### src/rtl/mops_adc_scan_seq.sv
// mops_adc_scan_seq: walks every CAN bus and ADC channel, issues one
// CANopen SDO upload request per pair and checks the MOPS response.
//
// Ports:
//   clk_40, rst (sync, active-low)   clock and reset
//   start, node_id                   scan trigger and target node id
//   req_valid/req_ready/req_data     76-bit request handshake {can_id, payload}
//   resp_valid/resp_data             one-cycle response strobe and frame
//   bus_cnt, adc_ch                  bus/channel currently addressed
//   adc_value, value_valid           last good reading and its strobe
//   busy, done                       scan in progress / end-of-scan pulse
//   err_cnt, tmo_cnt                 saturating error and timeout counters
//
// Build option: define MOPS_SCAN_RETRY_EN to re-issue a request once
// after its first timeout before counting the timeout.

module mops_adc_scan_seq #(
    parameter int N_BUSES = 7,
    parameter int N_CH    = 35,
    parameter int TIMEOUT = 4000
) (
    input  logic        clk_40,
    input  logic        rst,
    input  logic        start,
    input  logic [6:0]  node_id,
    output logic        req_valid,
    input  logic        req_ready,
    output logic [75:0] req_data,
    input  logic        resp_valid,
    input  logic [75:0] resp_data,
    output logic [4:0]  bus_cnt,
    output logic [7:0]  adc_ch,
    output logic [15:0] adc_value,
    output logic        value_valid,
    output logic        busy,
    output logic        done,
    output logic [15:0] err_cnt,
    output logic [15:0] tmo_cnt
);

    localparam int TW = (TIMEOUT > 1) ? $clog2(TIMEOUT) : 1;
    localparam logic [TW-1:0] TMO_LAST = TW'(TIMEOUT - 1);
    localparam logic [4:0]    LAST_BUS = 5'(N_BUSES - 1);
    localparam logic [7:0]    LAST_CH  = 8'(N_CH - 1);

    typedef enum logic [2:0] {
        IDLE,
        SEND,
        WAIT,
        CHECK,
        NEXT,
        DONE
    } state_e;

    state_e         state_q, state_d;
    logic [4:0]     bus_q, bus_d;
    logic [7:0]     ch_q, ch_d;
    logic [TW-1:0]  timer_q, timer_d;
    logic [15:0]    err_q, err_d;
    logic [15:0]    tmo_q, tmo_d;
    logic [15:0]    val_q, val_d;
    logic           vv_q, vv_d;
    logic [6:0]     node_q, node_d;
    logic [75:0]    resp_q, resp_d;
`ifdef MOPS_SCAN_RETRY_EN
    logic           retry_q, retry_d;
`endif

    logic [11:0]    req_id;
    logic [11:0]    resp_id_exp;
    logic           resp_good;

    function automatic logic [15:0] sat_inc(input logic [15:0] v);
        return (v == 16'hFFFF) ? v : v + 16'd1;
    endfunction

    // node id is captured at start so the request frame cannot change
    // underneath a pending handshake
    assign req_id      = {1'b0, 11'h600 + {4'b0, node_q}};
    assign resp_id_exp = {1'b0, 11'h580 + {4'b0, node_q}};

    // SDO upload response: byte0 = 0x43, bytes1..3 = index/subindex echo
    assign resp_good = (resp_q[75:64] == resp_id_exp) &&
                       (resp_q[63:56] == 8'h43) &&
                       (resp_q[55:32] == {8'h00, 8'h24, ch_q});

    // gated with rst so a pending request drops without waiting for an edge
    assign req_valid   = (state_q == SEND) && rst;
    assign req_data    = req_valid ?
                         {req_id, 8'h40, 8'h00, 8'h24, ch_q, 32'h0} : '0;
    assign bus_cnt     = bus_q;
    assign adc_ch      = ch_q;
    assign adc_value   = val_q;
    assign value_valid = vv_q;
    assign busy        = (state_q != IDLE);
    assign done        = (state_q == DONE);
    assign err_cnt     = err_q;
    assign tmo_cnt     = tmo_q;

    always_comb begin
        state_d = state_q;
        bus_d   = bus_q;
        ch_d    = ch_q;
        timer_d = timer_q;
        err_d   = err_q;
        tmo_d   = tmo_q;
        val_d   = val_q;
        vv_d    = 1'b0;
        node_d  = node_q;
        resp_d  = resp_q;
`ifdef MOPS_SCAN_RETRY_EN
        retry_d = retry_q;
`endif
        unique case (state_q)
            IDLE: begin
                if (start) begin
                    bus_d   = '0;
                    ch_d    = '0;
                    err_d   = '0;
                    tmo_d   = '0;
                    node_d  = node_id;
                    state_d = SEND;
                end
            end
            SEND: begin
                if (req_ready) begin
                    timer_d = '0;
                    state_d = WAIT;
                end
            end
            WAIT: begin
                // a response wins over a same-cycle expiry
                if (resp_valid) begin
                    resp_d  = resp_data;
                    state_d = CHECK;
                end else if (timer_q == TMO_LAST) begin
`ifdef MOPS_SCAN_RETRY_EN
                    if (!retry_q) begin
                        retry_d = 1'b1;
                        state_d = SEND;
                    end else begin
                        tmo_d   = sat_inc(tmo_q);
                        state_d = NEXT;
                    end
`else
                    tmo_d   = sat_inc(tmo_q);
                    state_d = NEXT;
`endif
                end else begin
                    timer_d = timer_q + 1'b1;
                end
            end
            CHECK: begin
                if (resp_good) begin
                    val_d = {resp_q[23:16], resp_q[31:24]};
                    vv_d  = 1'b1;
                end else begin
                    err_d = sat_inc(err_q);
                end
                state_d = NEXT;
            end
            NEXT: begin
`ifdef MOPS_SCAN_RETRY_EN
                retry_d = 1'b0;
`endif
                if (ch_q == LAST_CH) begin
                    ch_d = '0;
                    if (bus_q == LAST_BUS) begin
                        bus_d   = '0;
                        state_d = DONE;
                    end else begin
                        bus_d   = bus_q + 5'd1;
                        state_d = SEND;
                    end
                end else begin
                    ch_d    = ch_q + 8'd1;
                    state_d = SEND;
                end
            end
            DONE: begin
                state_d = IDLE;
            end
            default: begin
                state_d = IDLE;
            end
        endcase
    end

    always_ff @(posedge clk_40) begin
        if (!rst) begin
            state_q <= IDLE;
            bus_q   <= '0;
            ch_q    <= '0;
            timer_q <= '0;
            err_q   <= '0;
            tmo_q   <= '0;
            val_q   <= '0;
            vv_q    <= 1'b0;
            node_q  <= '0;
            resp_q  <= '0;
`ifdef MOPS_SCAN_RETRY_EN
            retry_q <= 1'b0;
`endif
        end else begin
            state_q <= state_d;
            bus_q   <= bus_d;
            ch_q    <= ch_d;
            timer_q <= timer_d;
            err_q   <= err_d;
            tmo_q   <= tmo_d;
            val_q   <= val_d;
            vv_q    <= vv_d;
            node_q  <= node_d;
            resp_q  <= resp_d;
`ifdef MOPS_SCAN_RETRY_EN
            retry_q <= retry_d;
`endif
        end
    end

endmodule

### config.mk
export PLATFORM = sky130hd
export DESIGN_NAME = mops_adc_scan_seq
export DESIGN_NICKNAME = d
export VERILOG_FILES = /design/src/rtl/mops_adc_scan_seq.sv
export SDC_FILE = /design/constraint.sdc
export NUM_CORES = 1
export LEC_CHECK = 0
export CAP_MARGIN = 20
export CORE_ASPECT_RATIO = 2
export CORE_MARGIN = 8
export CORE_UTILIZATION = 51
export CTS_BUF_LIST = sky130_fd_sc_hd__clkbuf_16
export CTS_CLUSTER_DIAMETER = 40
export DETAILED_ROUTE_END_ITERATION = 12
export PLACE_DENSITY = 0.83
export SYNTH_ARGS = -nofsm -noshare
export SYNTH_HDL_FRONTEND = slang
export SYNTH_SLANG_ARGS = --single-unit
### constraint.sdc
create_clock -name clk_40 -period 6.2 [get_ports clk_40]
set_input_delay 1.86 -clock clk_40 [delete_from_list [all_inputs] [get_ports clk_40]]
set_output_delay 1.86 -clock clk_40 [all_outputs]
set_load 0.005 [all_outputs]
==> flow_summary_export.csv, run 1 <==
group,metric,value,unit
power,pwr-share-clk,45.4,%
clock_network,clk_path_buf_depth,2,
global_routing,grt_max_degree,87,
timing,hold_slack,0.468,ns
timing,setup_viol,0,
timing,slew_headroom,29.1,%
global_routing,grt-busiest-layer,"met2",
synthesis,syn_area_per_cell,8.43,um^2
critical_path,critPathArrivalTime,3.07,ns
floorplan,core_area,14200,um^2
timing,finalClockSkew,0.0145,ns
drt,vias_per_cell,5.28,
synthesis,synth_top_area_cell,"dfxtp_1",
clock_network,clk_latency,0.42,ns
timing,hold_violations,0,
critical_path,end_kind,"output pin",
timing,setup_tns,0,ns
power,p_int,1.55,mW
drt,vias,6329,
power,switching_share,25.7,%
final_layout,finalNetCount,1088,
clock_network,cts_tree,"built",
synthesis,synth_top_area_share,39.5,%
placed_design,place_congestion,0.931,
clock_network,numCtsBuffers,17,
placed_design,io_buffers,156,
clock_network,post_cts_buffers,0,
final_layout,final_util,65.1,%
floorplan,die_area,18600,um^2
global_routing,globalRouteMet1Util,21.7,%
power,power_density,226,nW/um^2
power,p_sw,0.538,mW
synthesis,synth_area_leaders,"dfxtp_1 40%, nand2_1 8.7%, buf_4 6.3%",
synthesis,synth_cell_types,68,
critical_path,startpoint_type,"primary input",
run,maxCapViolations,0,
clock_network,cts_resized,0,
global_routing,antenna_found_initial,0,
floorplan,die_h,185,um
final_layout,layoutNonFillerInstCount,1198,
timing,maxSlewViolCount,0,
global_routing,overflow,0,
floorplan,rows,62,
drt,drc,0,
clock_network,cts_root_buf,"clkbuf_16",
drt,ant_nets,0,
timing,fmax,0.203,GHz
clock_network,clk_pin_slew,0.06,ns
synthesis,synth_seq_area_share,39.5,%
floorplan,ioPinCount,229,
synthesis,syn-instance-count,865,
global_routing,grt_pass1_vias,6256,
timing,rsz0062_at_grt,"no",
final_layout,area_delta_synth_final,26.7,%
critical_path,path_max_fanout,20,
run_status,outcome,"finished clean",
placed_design,place_inst,1166,
timing,fin_crit,4.93,ns
drt,drt_iter0_drc,396,
power,irDropWorstVdd,0.233,mV
clock_network,htree_levels,4,
global_routing,grt_pass1_wl,30200,um
hold_path,holdCritPathClass,"reg -> reg",
critical_path,crit_type,"in -> out",
final_layout,drive_gt1_share,6.56,%
timing,period_share,79.5,%
global_routing,track_usage,19.9,%
global_routing,use_met2,34.7,%
global_routing,grt_util_met3,7.53,%
drt,drtPass1Iterations,5,
synthesis,synthArstFlopShare,0,%
clock_network,hold_buffers,0,
power,seq_power_share,45.6,%
synthesis,synth-edff-count,0,
floorplan,die_width,101,um
timing,worst_pin_slew,1.06,ns
placed_design,hpwl,13600,um
drt,wl_per_cell,15.5,um
power,leakage,3.17,nW
synthesis,synth_ff_type,"dfxtp_1",
power,combPwrFrac,9.0,%
synthesis,synth_seq_cells,144,
drt,wl,18600,um
clock_network,clkSinkCount,144,
synthesis,synth_area,7290,um^2
final_layout,num_antenna_cells,0,
synthesis,yosysWarnings,0,
critical_path,crit_required,4.34,ns
floorplan,start_util,51.4,%
[final timing paths]
path	start	to	slack, ns	depth (start not counted)
max	rst	req_data[39]	1.27	6
min	resp_q[16]$_SDFFE_PN0P_	resp_q[16]$_SDFFE_PN0P_	0.47	2
max reg2reg	state_q[1]$_SDFFE_PN0P_	err_cnt[5]$_SDFFE_PN0P_	3.04	5
min reg2reg	resp_q[16]$_SDFFE_PN0P_	resp_q[16]$_SDFFE_PN0P_	0.47	2
[cells in the mapped netlist, drive strengths merged, types with 4 or more instances]
| library cell | count |
|---|---|
| and2 | 20 |
| or3 | 6 |
| mux2i | 18 |
| nor4b | 5 |
| nor4 | 14 |
| ha | 7 |
| inv | 11 |
| nand4 | 20 |
| o2111ai | 6 |
| buf | 74 |
| o221a | 9 |
| nor3b | 7 |
| xnor2 | 16 |
| dfxtp | 144 |
| nand2b | 4 |
| a21oi | 8 |
| nand2 | 170 |
| o21ai | 25 |
| nand3 | 21 |
| nor2 | 48 |
| nor2b | 24 |
| nor4bb | 5 |
| clkbuf | 33 |
| nand3b | 4 |
| o211ai | 10 |
| xor2 | 27 |
| nor3 | 13 |
| and3 | 11 |
| a21boi | 71 |
| or4 | 4 |
[layout make-up]
cell class	instances	area, um^2
flip-flops and latches	144	2880
clock inverters	15	123
well taps	192	240
inverters	11	41.3
fillers	1196	4960
repair buffers	161	1610
clock buffers	17	425
multi-input cells	658	3920
[worst max-delay path, stage by stage]
cell and delay, ns:
buf_4 0.08, nand2_1 0.07, nor3_2 0.12, buf_4 0.24, and2_1 0.16, clkdlybuf4s50_1 0.52
[power groups by stage]
stage,sequential (mW),combinational [mW],clock (mW)
floorplan,0.968,0.139,0
global placement,0.974,0.181,0
detailed placement,0.975,0.186,0
CTS,0.954,0.187,0.962
global route,0.956,0.208,1.01
finish,0.954,0.188,0.949
[sequential cells by signal, indices dropped and copies added (netlist names)]
register and count:
resp_q 60, bus_cnt 5, node_q 7, state_q 3
err_cnt 16, value_valid 1, adc_value 16, tmo_cnt 16
timer_q 12, adc_ch 8
[kinds of logic after synthesis]
| family | after synthesis | synth area share (%) |
|---|---|---|
| other cells | 1 | 0.0514 |
| mux | 18 | 2.47 |
| flops | 144 | 39.5 |
| compound gates | 144 | 14.5 |
| simple gates | 390 | 27.4 |
| buf+inv | 118 | 9.69 |
| xor+xnor | 43 | 5.16 |
| fa+ha+maj | 7 | 1.20 |
[layer usage]
layer,wire length (um),vias to the layer above
li1,-,3117
met1,7310,2952
met2,9400,237
met3,1610,23
met4,237,0
met5,0,-
[stage by stage]
| step | cell area, um^2 | setup WS (ns) | total power, mW |
|---|---|---|---|
| finish | 9240 | 1.27 | 2.09 |
| global route | 9240 | 1.22 | 2.17 |
| CTS | 9240 | 1.27 | 2.10 |
| detailed placement | 8690 | 1.27 | 1.16 |
| global placement | 8670 | 1.33 | 1.15 |
| floorplan | 7500 | 1.61 | 1.11 |
[layout by cell type (no fill, tap or decap), types with 18 or more instances in the layout]
cell and n:
nor2b_1 24, nand2_1 168, nand4_1 20, nor2_1 43, dfxtp_1 144, a21boi_0 60, clkdlybuf4s50_1 155, mux2i_1 18
nand3_1 21, conb_1 56, and2_1 20, xor2_1 27
Note: power is estimated with default switching activity, not from simulation.
==> inputs of run 2 (changes only) <==
--- a/config.mk
+++ b/config.mk
@@ -8,11 +8,11 @@
 export CAP_MARGIN = 20
 export CORE_ASPECT_RATIO = 2
 export CORE_MARGIN = 8
-export CORE_UTILIZATION = 51
+export CORE_UTILIZATION = 47
 export CTS_BUF_LIST = sky130_fd_sc_hd__clkbuf_16
 export CTS_CLUSTER_DIAMETER = 40
 export DETAILED_ROUTE_END_ITERATION = 12
-export PLACE_DENSITY = 0.83
+export PLACE_DENSITY = 0.77
 export SYNTH_ARGS = -nofsm -noshare
 export SYNTH_HDL_FRONTEND = slang
 export SYNTH_SLANG_ARGS = --single-unit
==> constraint.sdc (replaced) <==
create_clock -name clk_40 -period 4.72 [get_ports clk_40]
set_input_delay 1.416 -clock clk_40 [delete_from_list [all_inputs] [get_ports clk_40]]
set_output_delay 1.416 -clock clk_40 [all_outputs]
set_load 0.005 [all_outputs]
==> flow_summary_export.csv, run 2 (synthesis gave the netlist of run 1 again) <==
group,metric,value,unit
critical_path,path_max_fanout,20,
hold_path,holdCritPathClass,"reg -> reg",
timing,hold_slack,0.462,ns
drt,drc,0,
drt,drt_iter0_drc,246,
clock_network,cts_root_buf,"clkbuf_16",
power,total_power,2.89,mW
clock_network,clk_latency,0.42,ns
final_layout,largest_reg_flops,60,
final_layout,final_util,61.4,%
clock_network,cts_tree,"built",
clock_network,htree_levels,4,
critical_path,crit_required,3.30,ns
timing,period_share,84.7,%
clock_network,cts_resized,0,
floorplan,start_util,47.9,%
clock_network,post_cts_buffers,0,
timing,worst_pin_slew,1.02,ns
floorplan,die_area,20000,um^2
clock_network,hold_buffers,0,
clock_network,clkSinkCount,144,
timing,finalClockSkew,0.0165,ns
run_status,outcome,"finished clean",
timing,hold_violations,0,
run,maxCapViolations,0,
critical_path,reg2reg_depth,6,
floorplan,rows,64,
final_layout,finalNetCount,1094,
power,leakage,3.22,nW
floorplan,die_h,192,um
critical_path,crit_type,"in -> out",
placed_design,place_area,8730,um^2
critical_path,startpoint_type,"primary input",
global_routing,grt_max_degree,71,
placed_design,place_congestion,0.856,
timing,setup_tns,0,ns
power,power_density,310,nW/um^2
final_layout,drive_gt1_share,7.02,%
final_layout,mostFrequentLayoutCells,"168 x nand2_1, 155 x clkdlybuf4s50_1, 144 x dfxtp_1",
critical_path,critPathArrivalTime,2.58,ns
final_layout,layout_commonest_cell,"nand2_1",
final_layout,area_delta_synth_final,28.1,%
final_layout,seqCellArea,2880,um^2
drt,ant_nets,0,
floorplan,core_area,15200,um^2
critical_path,end_kind,"output pin",
placed_design,hpwl,14400,um
drt,drtPass1Iterations,4,
hold_path,hold_depth,2,
timing,rsz0062_at_grt,"no",
final_layout,fill_cells,1396,
final_layout,design_area,9340,um^2
global_routing,track_usage,19.4,%
clock_network,clk_path_buf_depth,2,
timing,maxSlewViolCount,0,
drt,vias_per_cell,5.14,
floorplan,die_width,104,um
global_routing,grt_pass1_wl,31800,um
global_routing,overflow,0,
timing,slew_headroom,32.1,%
timing,setup_viol,0,
placed_design,io_buffers,156,
final_layout,multiInputGateArea,3920,um^2
global_routing,grt_pass1_vias,6390,
drt,vias,6230,
floorplan,ioPinCount,229,
timing,fin_crit,4.00,ns
power,irDropWorstVdd,0.225,mV
drt,wl,19300,um
global_routing,antenna_found_initial,1,
clock_network,clk_pin_slew,0.07,ns
final_layout,largest-register,"resp_q",
clock_network,numCtsBuffers,17,
drt,wl_per_cell,15.9,um
timing,fmax,0.250,GHz
## run 2: changes by cell type in the layout (fill, tap and decap cells not counted), sizes merged
cell,previous run,this run
buf,6,12
bufinv,0,3
clkinv,3,0
clkinvlp,2,4
diode,0,1
inv,21,19
## run 2: power breakdown
group | switching [mW] | total, mW | internal [mW] | leakage (nW)
Sequential | 0.0198 | 1.25 | 1.23 | 1.16
Combinational | 0.127 | 0.247 | 0.120 | 1.76
Clock | 0.554 | 1.39 | 0.840 | 0.292
Total | 0.700 | 2.89 | 2.19 | 3.22
## run 2: area by class of cell
class	count	area share, %
antenna	1	0.0268
clock buffer	17	4.55
clock inverter	15	1.96
inverter	11	0.442
multi-input combinational	658	41.9
sequential	144	30.9
tap	198	2.65
timing repair buffer	167	17.6
## run 2: final timing paths
kind                            from                       to  slack (ns)
min reg2reg  resp_q[30]$_SDFFE_PN0P_  resp_q[30]$_SDFFE_PN0P_        0.46
max                              rst             req_data[33]        0.72
max reg2reg  resp_q[52]$_SDFFE_PN0P_  err_cnt[7]$_SDFFE_PN0P_        2.04
min          resp_q[30]$_SDFFE_PN0P_  resp_q[30]$_SDFFE_PN0P_        0.46
## run 2: layer usage
layer  up-vias  part of all wire (%)  track usage [%]
li1       3124                     -                -
met1      2868                    37             18.7
met2       199                    54             36.5
met3        39                   6.2             5.78
met4         0                   3.2             9.98
met5         -                     0                0
## run 2: worst max-delay path: stages
cell	delay (ns)
buf_4	0.08
nand2_1	0.07
nor3_2	0.12
buf_4	0.23
and2_1	0.16
clkdlybuf4s50_1	0.50
## run 2: metrics by stage
step	instances	setup slack [ns]
floorplan	920	1.02
global placement	1178	0.738
detailed placement	1178	0.699
CTS	1210	0.697
global route	1211	0.623
finish	1211	0.723
==> inputs of run 3 (changes only) <==
==> constraint.sdc (replaced) <==
create_clock -name clk_40 -period 4.15 [get_ports clk_40]
set_input_delay 1.245 -clock clk_40 [delete_from_list [all_inputs] [get_ports clk_40]]
set_output_delay 1.245 -clock clk_40 [all_outputs]
set_load 0.005 [all_outputs]
==> flow_summary_export.csv, run 3 (synthesis gave the netlist of run 1 again) <==
group,metric,value,unit
final_layout,final_util,61.5,%
critical_path,startpoint_type,"primary input",
final_layout,multiInputGateArea,3920,um^2
final_layout,mostFrequentLayoutCells,"168 x nand2_1, 155 x clkdlybuf4s50_1, 144 x dfxtp_1",
final_layout,seqCellArea,2880,um^2
final_layout,area_delta_synth_final,28.3,%
hold_path,min_from,"resp_q[30]$_SDFFE_PN0P_",
timing,setup_viol,0,
floorplan,die_width,104,um
drt,vias_per_cell,5.23,
timing,finalClockSkew,0.0125,ns
floorplan,start_util,47.9,%
critical_path,end_kind,"output pin",
clock_network,clk_pin_slew,0.06,ns
run_status,outcome,"finished clean",
global_routing,overflow,0,
timing,fmax,0.272,GHz
critical_path,reg2reg_depth,6,
critical_path,path_max_fanout,20,
critical_path,r2r-start,"resp_q[52]$_SDFFE_PN0P_",
placed_design,place_congestion,0.834,
timing,maxSlewViolCount,0,
timing,worst_pin_slew,1.02,ns
final_layout,layout_commonest_cell,"nand2_1",
clock_network,cts_root_buf,"clkbuf_16",
floorplan,die_h,192,um
final_layout,largest_reg_flops,60,
global_routing,track_usage,19.5,%
drt,drc,0,
global_routing,grt_pass1_vias,6461,
placed_design,place_inst,1179,
final_layout,largest-register,"resp_q",
hold_path,holdCritPathClass,"reg -> reg",
clock_network,hold_buffers,0,
drt,vias,6338,
critical_path,crit_start,"rst",
drt,drtPass1Iterations,5,
timing,slew_headroom,31.8,%
global_routing,antenna_found_initial,2,
clock_network,clk_path_buf_depth,2,
run,maxCapViolations,0,
power,irDropWorstVdd,0.271,mV
timing,period_share,88.6,%
floorplan,die_area,20000,um^2
power,power_density,353,nW/um^2
critical_path,crit_type,"in -> out",
final_layout,finalNetCount,1095,
critical_path,crit_required,2.90,ns
timing,hold_violations,0,
global_routing,grt_pass1_wl,31900,um
floorplan,rows,64,
critical_path,critPathArrivalTime,2.43,ns
timing,rsz0062_at_grt,"no",
power,leakage,3.22,nW
hold_path,hold_depth,2,
clock_network,numCtsBuffers,17,
drt,ant_nets,0,
placed_design,io_buffers,156,
clock_network,htree_levels,4,
clock_network,post_cts_buffers,0,
clock_network,clkSinkCount,144,
drt,wl_per_cell,16.1,um
timing,fin_crit,3.68,ns
final_layout,layoutNonFillerInstCount,1212,
global_routing,grt_max_degree,75,
final_layout,drive_gt1_share,7.11,%
floorplan,core_area,15200,um^2
drt,wl,19600,um
clock_network,cts_tree,"built",
drt,drt_iter0_drc,244,
clock_network,clk_latency,0.42,ns
timing,setup_tns,0,ns
placed_design,hpwl,14500,um
final_layout,fill_cells,1376,
clock_network,cts_resized,0,
floorplan,ioPinCount,229,
## run 3: layout make-up
| class | count | area share (%) |
|---|---|---|
| diodes | 2 | 0.0535 |
| clock buffers | 17 | 4.55 |
| clock inverters | 14 | 1.95 |
| inverters | 11 | 0.441 |
| multi-input cells | 658 | 41.9 |
| flip-flops and latches | 144 | 30.8 |
| well taps | 198 | 2.65 |
| repair buffers | 168 | 17.6 |
## run 3: metal layers
layer | track usage (%) | up-vias | part of all wire (%)
met1 | 18.3 | 2966 | 36
met4 | 10.6 | 0 | 2.6
met3 | 5.65 | 35 | 6.4
met2 | 37.1 | 208 | 55
met5 | 0 | - | 0
li1 | - | 3129 | -
## run 3: stage by stage
step / worst slack [ns] / hold slack [ns] / cell area, um^2 / total power, mW
3_3_place_gp: 0.509 / 0.451 / 8740 / 1.74
5_1_grt: 0.360 / 0.484 / 9350 / 3.42
6_report: 0.474 / 0.461 / 9350 / 3.30
2_1_floorplan: 0.790 / 0.439 / 7500 / 1.65
3_5_place_dp: 0.468 / 0.457 / 8740 / 1.74
4_1_cts: 0.467 / 0.466 / 9350 / 3.32
## run 3: final timing paths
| path | to | slack, ns |
|---|---|---|
| setup / recovery | req_data[66] | 0.47 |
| hold / removal | resp_q[30]$_SDFFE_PN0P_ | 0.46 |
| setup reg to reg | err_cnt[10]$_SDFFE_PN0P_ | 1.56 |
| hold reg to reg | resp_q[30]$_SDFFE_PN0P_ | 0.46 |
## run 3: where the power goes
group | internal, mW | switching, mW
registers | 1.40 | 0.0231
logic | 0.139 | 0.146
clock network | 0.956 | 0.630
total | 2.50 | 0.799
## run 3: critical path, stage by stage
cell and delay [ns]:
buf_4 0.09, nand2_1 0.08, nor3_2 0.12, buf_4 0.24
and2_1 0.15, clkdlybuf4s50_1 0.51
